<file path="config.mk">
export PLATFORM = sky130hd
export DESIGN_NAME = rsc_dec_addr_ctrl
export DESIGN_NICKNAME = d
export VERILOG_FILES = /design/src/rtl/rsc_dec_pkg.sv /design/src/rtl/rsc_dec_addr_ctrl.sv
export SDC_FILE = /design/constraint.sdc
export NUM_CORES = 1
export LEC_CHECK = 0
export ABC_AREA = 0
export CELL_PAD_IN_SITES_DETAIL_PLACEMENT = 1
export CELL_PAD_IN_SITES_GLOBAL_PLACEMENT = 1
export CORE_MARGIN = 5
export CORE_UTILIZATION = 44
export DETAILED_ROUTE_END_ITERATION = 12
export PLACE_DENSITY_LB_ADDON = 0.1
export SLEW_MARGIN = 15
export SYNTH_ARGS = -nofsm -noshare
export SYNTH_HDL_FRONTEND = slang
export SYNTH_SLANG_ARGS = --single-unit
</file>
<file path="constraint.sdc">
create_clock -name iclk -period 8 [get_ports iclk]
set_input_delay 0.8 -clock iclk [delete_from_list [all_inputs] [get_ports iclk]]
set_output_delay 0.8 -clock iclk [all_outputs]
set_load 0.1 [all_outputs]
</file>
<file path="src/rtl/rsc_dec_pkg.sv">
// Shared types and constants for the RSC turbo decoder address-control path.
// Latency: n/a (declarations only).
// Backpressure: n/a (declarations only).
package rsc_dec_pkg;

    localparam int cRSC_W      = 13;
    localparam int cRSC_ITER_W = 5;

    // Half-iteration sequencer states
    typedef enum logic [2:0] {
        IDLE,
        INIT,
        CLEAR,
        RUN,
        DRAIN,
        DONE
    } ctrl_state_t;

endpackage

</file>
<file path="src/rtl/rsc_dec_addr_ctrl.sv">
// Half-iteration sequencer driving clear/enable/pmode of the fwd/bwd address generators.
// Latency: istart -> obusy 1 cycle, oclear 2 cycles, first oenable 3 cycles; 2+N+pDELAY cycles per half.
// Backpressure: none from downstream; iclkena low freezes all state and outputs in place.
//
// Ports:
//   iclk, ireset (sync, active-high), iclkena   clock / reset / clock enable
//   istart, iN, iNiter                          decode request; iN and iNiter latched on start only
//   oclear, oenable, opmode                     address generator controls (opmode: 0 direct, 1 permuted)
//   osof, oeof                                  first / last enable cycle of a half-iteration
//   ohalf                                       current half-iteration index
//   obusy, odone                                not-IDLE flag / one-cycle completion pulse
module rsc_dec_addr_ctrl
    import rsc_dec_pkg::*;
#(
    parameter int pW      = cRSC_W,
    parameter int pITER_W = cRSC_ITER_W,
    parameter int pDELAY  = 8
) (
    input  logic               iclk,
    input  logic               ireset,
    input  logic               iclkena,
    input  logic               istart,
    input  logic [pW-1:0]      iN,
    input  logic [pITER_W-1:0] iNiter,
    output logic               oclear,
    output logic               oenable,
    output logic               opmode,
    output logic               osof,
    output logic               oeof,
    output logic [pITER_W:0]   ohalf,
    output logic               obusy,
    output logic               odone
);

    // Drain counter needs at least one bit even when the drain gap is disabled.
    localparam int cDW = (pDELAY > 0) ? $clog2(pDELAY + 1) : 1;
    localparam logic [cDW-1:0] cDLOAD = cDW'((pDELAY > 0) ? pDELAY - 1 : 0);

    ctrl_state_t          state_q, state_d;
    logic [pW-1:0]        n_q, n_d;
    logic [pITER_W:0]     hlast_q, hlast_d;
    logic [pW-1:0]        cnt_q, cnt_d;
    logic [cDW-1:0]       dcnt_q, dcnt_d;
    logic [pITER_W:0]     half_q, half_d;

    logic [pITER_W-1:0]   iter_eff;
    logic [pW-1:0]        n_m1;
    logic                 last_half;

    // A zero iteration count runs a single iteration.
    assign iter_eff  = (iNiter == '0) ? pITER_W'(1) : iNiter;
    assign n_m1      = n_q - 1'b1;
    assign last_half = (half_q == hlast_q);

    always_comb begin
        state_d = state_q;
        n_d     = n_q;
        hlast_d = hlast_q;
        cnt_d   = cnt_q;
        dcnt_d  = dcnt_q;
        half_d  = half_q;

        unique case (state_q)
            IDLE: begin
                if (istart) begin
                    n_d     = iN;
                    hlast_d = {iter_eff, 1'b0} - 1'b1;
                    half_d  = '0;
                    state_d = INIT;
                end
            end
            INIT: begin
                state_d = CLEAR;
            end
            CLEAR: begin
                cnt_d   = n_m1;
                state_d = RUN;
            end
            RUN: begin
                if (cnt_q == '0) begin
                    if (pDELAY > 0) begin
                        dcnt_d  = cDLOAD;
                        state_d = DRAIN;
                    end else begin
                        // No drain gap: close the half-iteration straight from RUN.
                        state_d = last_half ? DONE : INIT;
                        if (!last_half) begin
                            half_d = half_q + 1'b1;
                        end
                    end
                end else begin
                    cnt_d = cnt_q - 1'b1;
                end
            end
            DRAIN: begin
                if (dcnt_q == '0) begin
                    state_d = last_half ? DONE : INIT;
                    if (!last_half) begin
                        half_d = half_q + 1'b1;
                    end
                end else begin
                    dcnt_d = dcnt_q - 1'b1;
                end
            end
            DONE: begin
                state_d = IDLE;
            end
            default: begin
                state_d = IDLE;
            end
        endcase
    end

    always_ff @(posedge iclk) begin
        if (ireset) begin
            state_q <= IDLE;
            n_q     <= '0;
            hlast_q <= '0;
            cnt_q   <= '0;
            dcnt_q  <= '0;
            half_q  <= '0;
        end else if (iclkena) begin
            state_q <= state_d;
            n_q     <= n_d;
            hlast_q <= hlast_d;
            cnt_q   <= cnt_d;
            dcnt_q  <= dcnt_d;
            half_q  <= half_d;
        end
    end

    // Outputs decode registered state only; no input reaches an output combinationally.
    always_comb begin
        oclear  = (state_q == CLEAR);
        oenable = (state_q == RUN);
        // pmode is presented from CLEAR onward so both generators see it stable for the whole pass.
        opmode  = ((state_q == CLEAR) || (state_q == RUN) || (state_q == DRAIN)) && half_q[0];
        osof    = (state_q == RUN) && (cnt_q == n_m1);
        oeof    = (state_q == RUN) && (cnt_q == '0);
        ohalf   = half_q;
        obusy   = (state_q != IDLE);
        odone   = (state_q == DONE);
    end

endmodule
</file>
Word level (Yosys, flattened, before mapping)
Cells that the tools add are included.

cells by class
  reduce and logical (&&, ||, !) cells = 18
  mux-type cells = 15
  eq/ne operators = 13
  add/sub/neg operators = 5

operators with widths
  kind                     count
  $pmux W13 S2             1
  $sub A13 B1 Y13 const B  2
  $mux W6                  3
  $pmux W3 S5              1
  $eq A13 B13 Y1           1
  $logic_not A13 Y1        1
  $mux W13                 1
  $mux W3                  4
  $pmux W6 S2              1
  $ne A2 B2 Y1 const B     5
  $mux W4                  2
  $pmux W4 S2              1
  $reduce_and A4 Y1        2
  $add A6 B1 Y6 const B    1
  $eq A3 B2 Y1 const B     2
  $eq A3 B3 Y1 const B     2
  $eq A6 B6 Y1             1
  $reduce_and A3 Y1        2
  $reduce_bool A2 Y1       3
  $sub A6 B1 Y6 const B    1
  $logic_not A5 Y1         1
  $mux W5                  1
  $reduce_and A5 Y1        1
  $logic_not A4 Y1         1
  7 further kinds          10

word-level totals
  logic and storage cells = 57
  output and inout bits = 13
  bits in registers = 45
  bits of input ports = 22

Depth between registers and ports, before layout
  depth in word-level cells = 4
  depth in mapped cells = 9
  mapped depth without buffers = 8

Worst setup path before layout
OpenSTA, ideal clock, no wires.

  path type = register to output
  start = reg n_q[0]
  end = out osof
  cell stages (with the launch flop) = 10
  setup slack = 3567 ps
  buffers on the path = 1
  arrival time = 3633 ps
  data required time = 7200 ps
  cell sequence = dfxtp_1 -> clkbuf_1 -> inv_1 -> ha_1 -> or3b_4 -> nor3b_4 -> mux2i_1 -> or4_1 -> or4_1 -> nor3_2

between the ends
  cells in the longest elaborated chain, start to end = 3

RTL lines
  item                    RTL line                  source
  start, declared         rsc_dec_addr_ctrl.sv:40   logic [pW-1:0] n_q, n_d;
  start signal, assigned  rsc_dec_addr_ctrl.sv:124  n_q <= n_d;
  $sub A13 B1 Y13         rsc_dec_addr_ctrl.sv:52   assign n_m1 = n_q - 1'b1;
  $eq A13 B13 Y1          rsc_dec_addr_ctrl.sv:138  osof = (state_q == RUN) && (cnt_q == n_m1);
  $logic_and A1 B1 Y1     rsc_dec_addr_ctrl.sv:138
  end, declared           rsc_dec_addr_ctrl.sv:28   output logic osof,

No other way between the ends.

Worst setup path after layout
  start = reg state_q[1]
  end = out osof

between the ends
  cells in the longest elaborated chain, start to end = 2

RTL lines
  item                    RTL line                  source
  start, declared         rsc_dec_addr_ctrl.sv:39   ctrl_state_t state_q, state_d;
  start signal, assigned  rsc_dec_addr_ctrl.sv:123  state_q <= state_d;
  $eq A3 B2 Y1            rsc_dec_addr_ctrl.sv:138
  $logic_and A1 B1 Y1     rsc_dec_addr_ctrl.sv:138

No other way between the ends.

==> summary.txt <==
Drt
  • Vias: 2782
  • Vias per cell: 5.80
  • DR pass1 iterations: 4
  • DRC violations left: 0
  • DR WL/cell: 16.3 µm
  • DRT iter0 DRCs: 81
  • Final ANT Viol Nets: 0
  • DRT Wirelength: 7810 µm

Clock network
  • Post-CTS sizing: 0
  • Setup Fix Bufs, Post-CTS: 0
  • CTS clock-pin slew for the worst setup and hold paths: 0.09 ns
  • Worst-skew pair later-pin latency: 0.30 ns
  • Clk buf depth: 2
  • CTS Hold Buffers Added: 0
  • Clk sink count: 45
  • CTS tree: built
  • Max H-tree Level: 2
  • Clk root buf: clkbuf_8
  • Num CTS Buffers: 5

Synth
  • Netlist cell types: 53
  • Mapped Area: 2870 µm²
  • Syn Nets: 409
  • Sequential fraction of the synthesis area: 0.314
  • Synthesized area per cell: 7.51 µm²
  • Top_reg_cell synth: dfxtp_1
  • Synth warn: 0
  • EDFF count, synth: 0
  • Post-synth ARST share: 0
  • Register bit total from synthesis: 45
  • Post-Syn Instances: 382

Worst setup path
  • Worst Setup End Kind: primary output
  • Critical-path cell with the highest stage delay: clkdlybuf4s50_1
  • Critical path class: register to primary output
  • CP required: 7.20 ns
  • Crit-path max FO: 26
  • Critical path cell sequence: nor2b_1 -> nand2_1 -> buf_4 -> inv_1 -> nand3_1 -> a311o_1 -> a211o_2 -> or4_1 -> nor3_2 -> clkdlybuf4s50_1
  • Largest stage delay, worst path: 1.16 ns
  • Startpoint types: register
  • Worst reg2reg path startpoint: cnt_q[1]
  • Critical Path Source: state_q[1]
  • Crit path DAT: 4.46 ns

Finish
  • Most frequent cells in the layout: nand2_1, dfxtp_1, nor2_1, a21oi_1, clkdlybuf4s50_1
  • Layout cells sized above 1: 0.0546
  • Area grow syn2layout: 15.8%
  • Antenna Cells: 0
  • Final instance area: 3320 µm²
  • # nets final: 431
  • Most common cell after layout, fill and taps aside: nand2_1
  • Finished Layout Cells: 480

Die
  • Die ar.: 8240 µm²
  • Die Span Y: 90.8 µm
  • Starting Density: 0.452
  • Core Rows: 29
  • Core footprint: 6350 µm²
  • I/O pin total: 35
  • Chip width: 90.8 µm

Global routing
  • Initial antenna violation count: 0
  • Remaining Overflow, GRT: 0
  • First-pass GRT wire length: 13300 µm
  • GRT Total Usage: 0.191
  • Vias in the first global route: 2769
  • Largest net degree at the start of global routing: 46

Worst hold path
  • Hold Startpoint: dcnt_q[3]
  • Worst Hold Class: register to register

Timing
  • Setup violators final: 0
  • Worst Tran Pin Value: 1.05 ns
  • Worst rel slew slack: 0.302
  • Setup_tns: 0 ns
  • Max Slew Vio Count: 0
  • RSZ-0062 raised after global routing: false
  • Worst Skew: 0.0105 ns
  • Final Cycle Share: 0.658
  • Max frequency: 190 MHz
  • Endpoints failing hold: 0
  • Minimum clock period after layout: 5.26 ns

Pwr
  • Worst vdd ir: 0.000112 V
  • PD cells: 172 nW/µm²
  • P_leak: 0.00120 µW

Outcome
  • Status: complete, no violations

Placement
  • I/O Buffers: 34
  • Dpl cells: 474
  • Final Wtd Congestion: 0.858
  • HPWL Detailed: 5770 µm
  • Area after DPL: 3250 µm²

Flow run
  • Max-cap violations: 0
## per-stage QoR
step / util / setup slack, ns / hold slack [ns] / total power, µW
CTS: 0.523 / 2.75 / 0.483 / 575
global route: 0.523 / 2.55 / 0.506 / 605
global placement: 0.512 / 3.29 / 0.452 / 434
floorplan: - / 3.57 / 0.442 / 389
finish: 0.523 / 2.74 / 0.482 / 570
detailed placement: 0.512 / 3.10 / 0.470 / 439
## registers in the layout, summed over array words and instances (netlist names)
register  flops
cnt_q        13
dcnt_q        4
hlast_q       6
n_q          13
ohalf         6
state_q       3
## report_power, final
group          switching [µW]  internal (µW)
Sequential               17.3            234
Clock                    78.2           57.7
Combinational             109           74.1
Total                     204            366
## critical path: cells and delay by family (launching register included)
family	cells	cell delay, ns
buffers and inverters	3	1.78
AND/OR/NAND/NOR	5	1.27
AO/OA/AOI/OAI	2	0.62
flip-flops	1	0.49
## kinds of logic (layout without fill, tap and decap cells)
| family | count (synthesis) | count (layout) | synth area share |
|---|---|---|---|
| buffers and inverters | 36 | 57 | 0.0488 |
| AND/OR/NAND/NOR | 165 | 165 | 0.288 |
| XOR/XNOR | 34 | 34 | 0.109 |
| adder cells (fa/ha/maj) | 5 | 5 | 0.0218 |
| AO/OA/AOI/OAI | 93 | 93 | 0.204 |
| flip-flops | 45 | 45 | 0.314 |
| multiplexers | 4 | 4 | 0.0140 |
## final timing paths
check	slack [ns]	to	cells past startpoint
min reg2reg	0.48	dcnt_q[3]	2
max reg2reg	5.34	dcnt_q[1]	8
max	2.74	osof	10
min	0.48	dcnt_q[3]	2
## synth_stat cells (all sizes together), types with 2 or more instances
cell,count,area share
a21oi,37,0.065
nand4,7,0.015
a311oi,3,0.0092
buf,3,0.0057
nand3,12,0.021
o21ai,17,0.030
o31ai,4,0.010
xnor2,16,0.049
or3,4,0.0087
and3,2,0.0044
mux2i,4,0.014
nor3,15,0.030
clkbuf,21,0.027
and2,4,0.0087
dfxtp,45,0.31
nand2b,5,0.011
xor2,17,0.052
ha,5,0.022
o22ai,2,0.0044
nor2,38,0.050
a221oi,2,0.0061
o211ai,4,0.010
a211o,2,0.0065
nand2,54,0.071
a22oi,3,0.0078
or4,3,0.0078
nor3b,5,0.019
nor2b,4,0.0087
a211oi,8,0.021
a22o,2,0.0061
or2b,3,0.0092
inv,12,0.016
nor4,5,0.011
## metal layers
metal | track usage | wire length, µm | up-vias
li1 | - | - | 1386
met1 | 0.233 | 3530 | 1356
met2 | 0.344 | 4010 | 33
met3 | 0.0333 | 181 | 7
met4 | 0.0447 | 88 | 0
met5 | 0 | 0 | -
## cell type report
cell class,count,area [µm²]
fill,818,3030
tap,77,96.3
inverter,12,45.0
multi-input combinational,301,1830
clock inverter,1,5.00
clock buffer,5,68.8
timing repair buffer,39,378
sequential,45,901
Power figures use the tool's default switching activity.
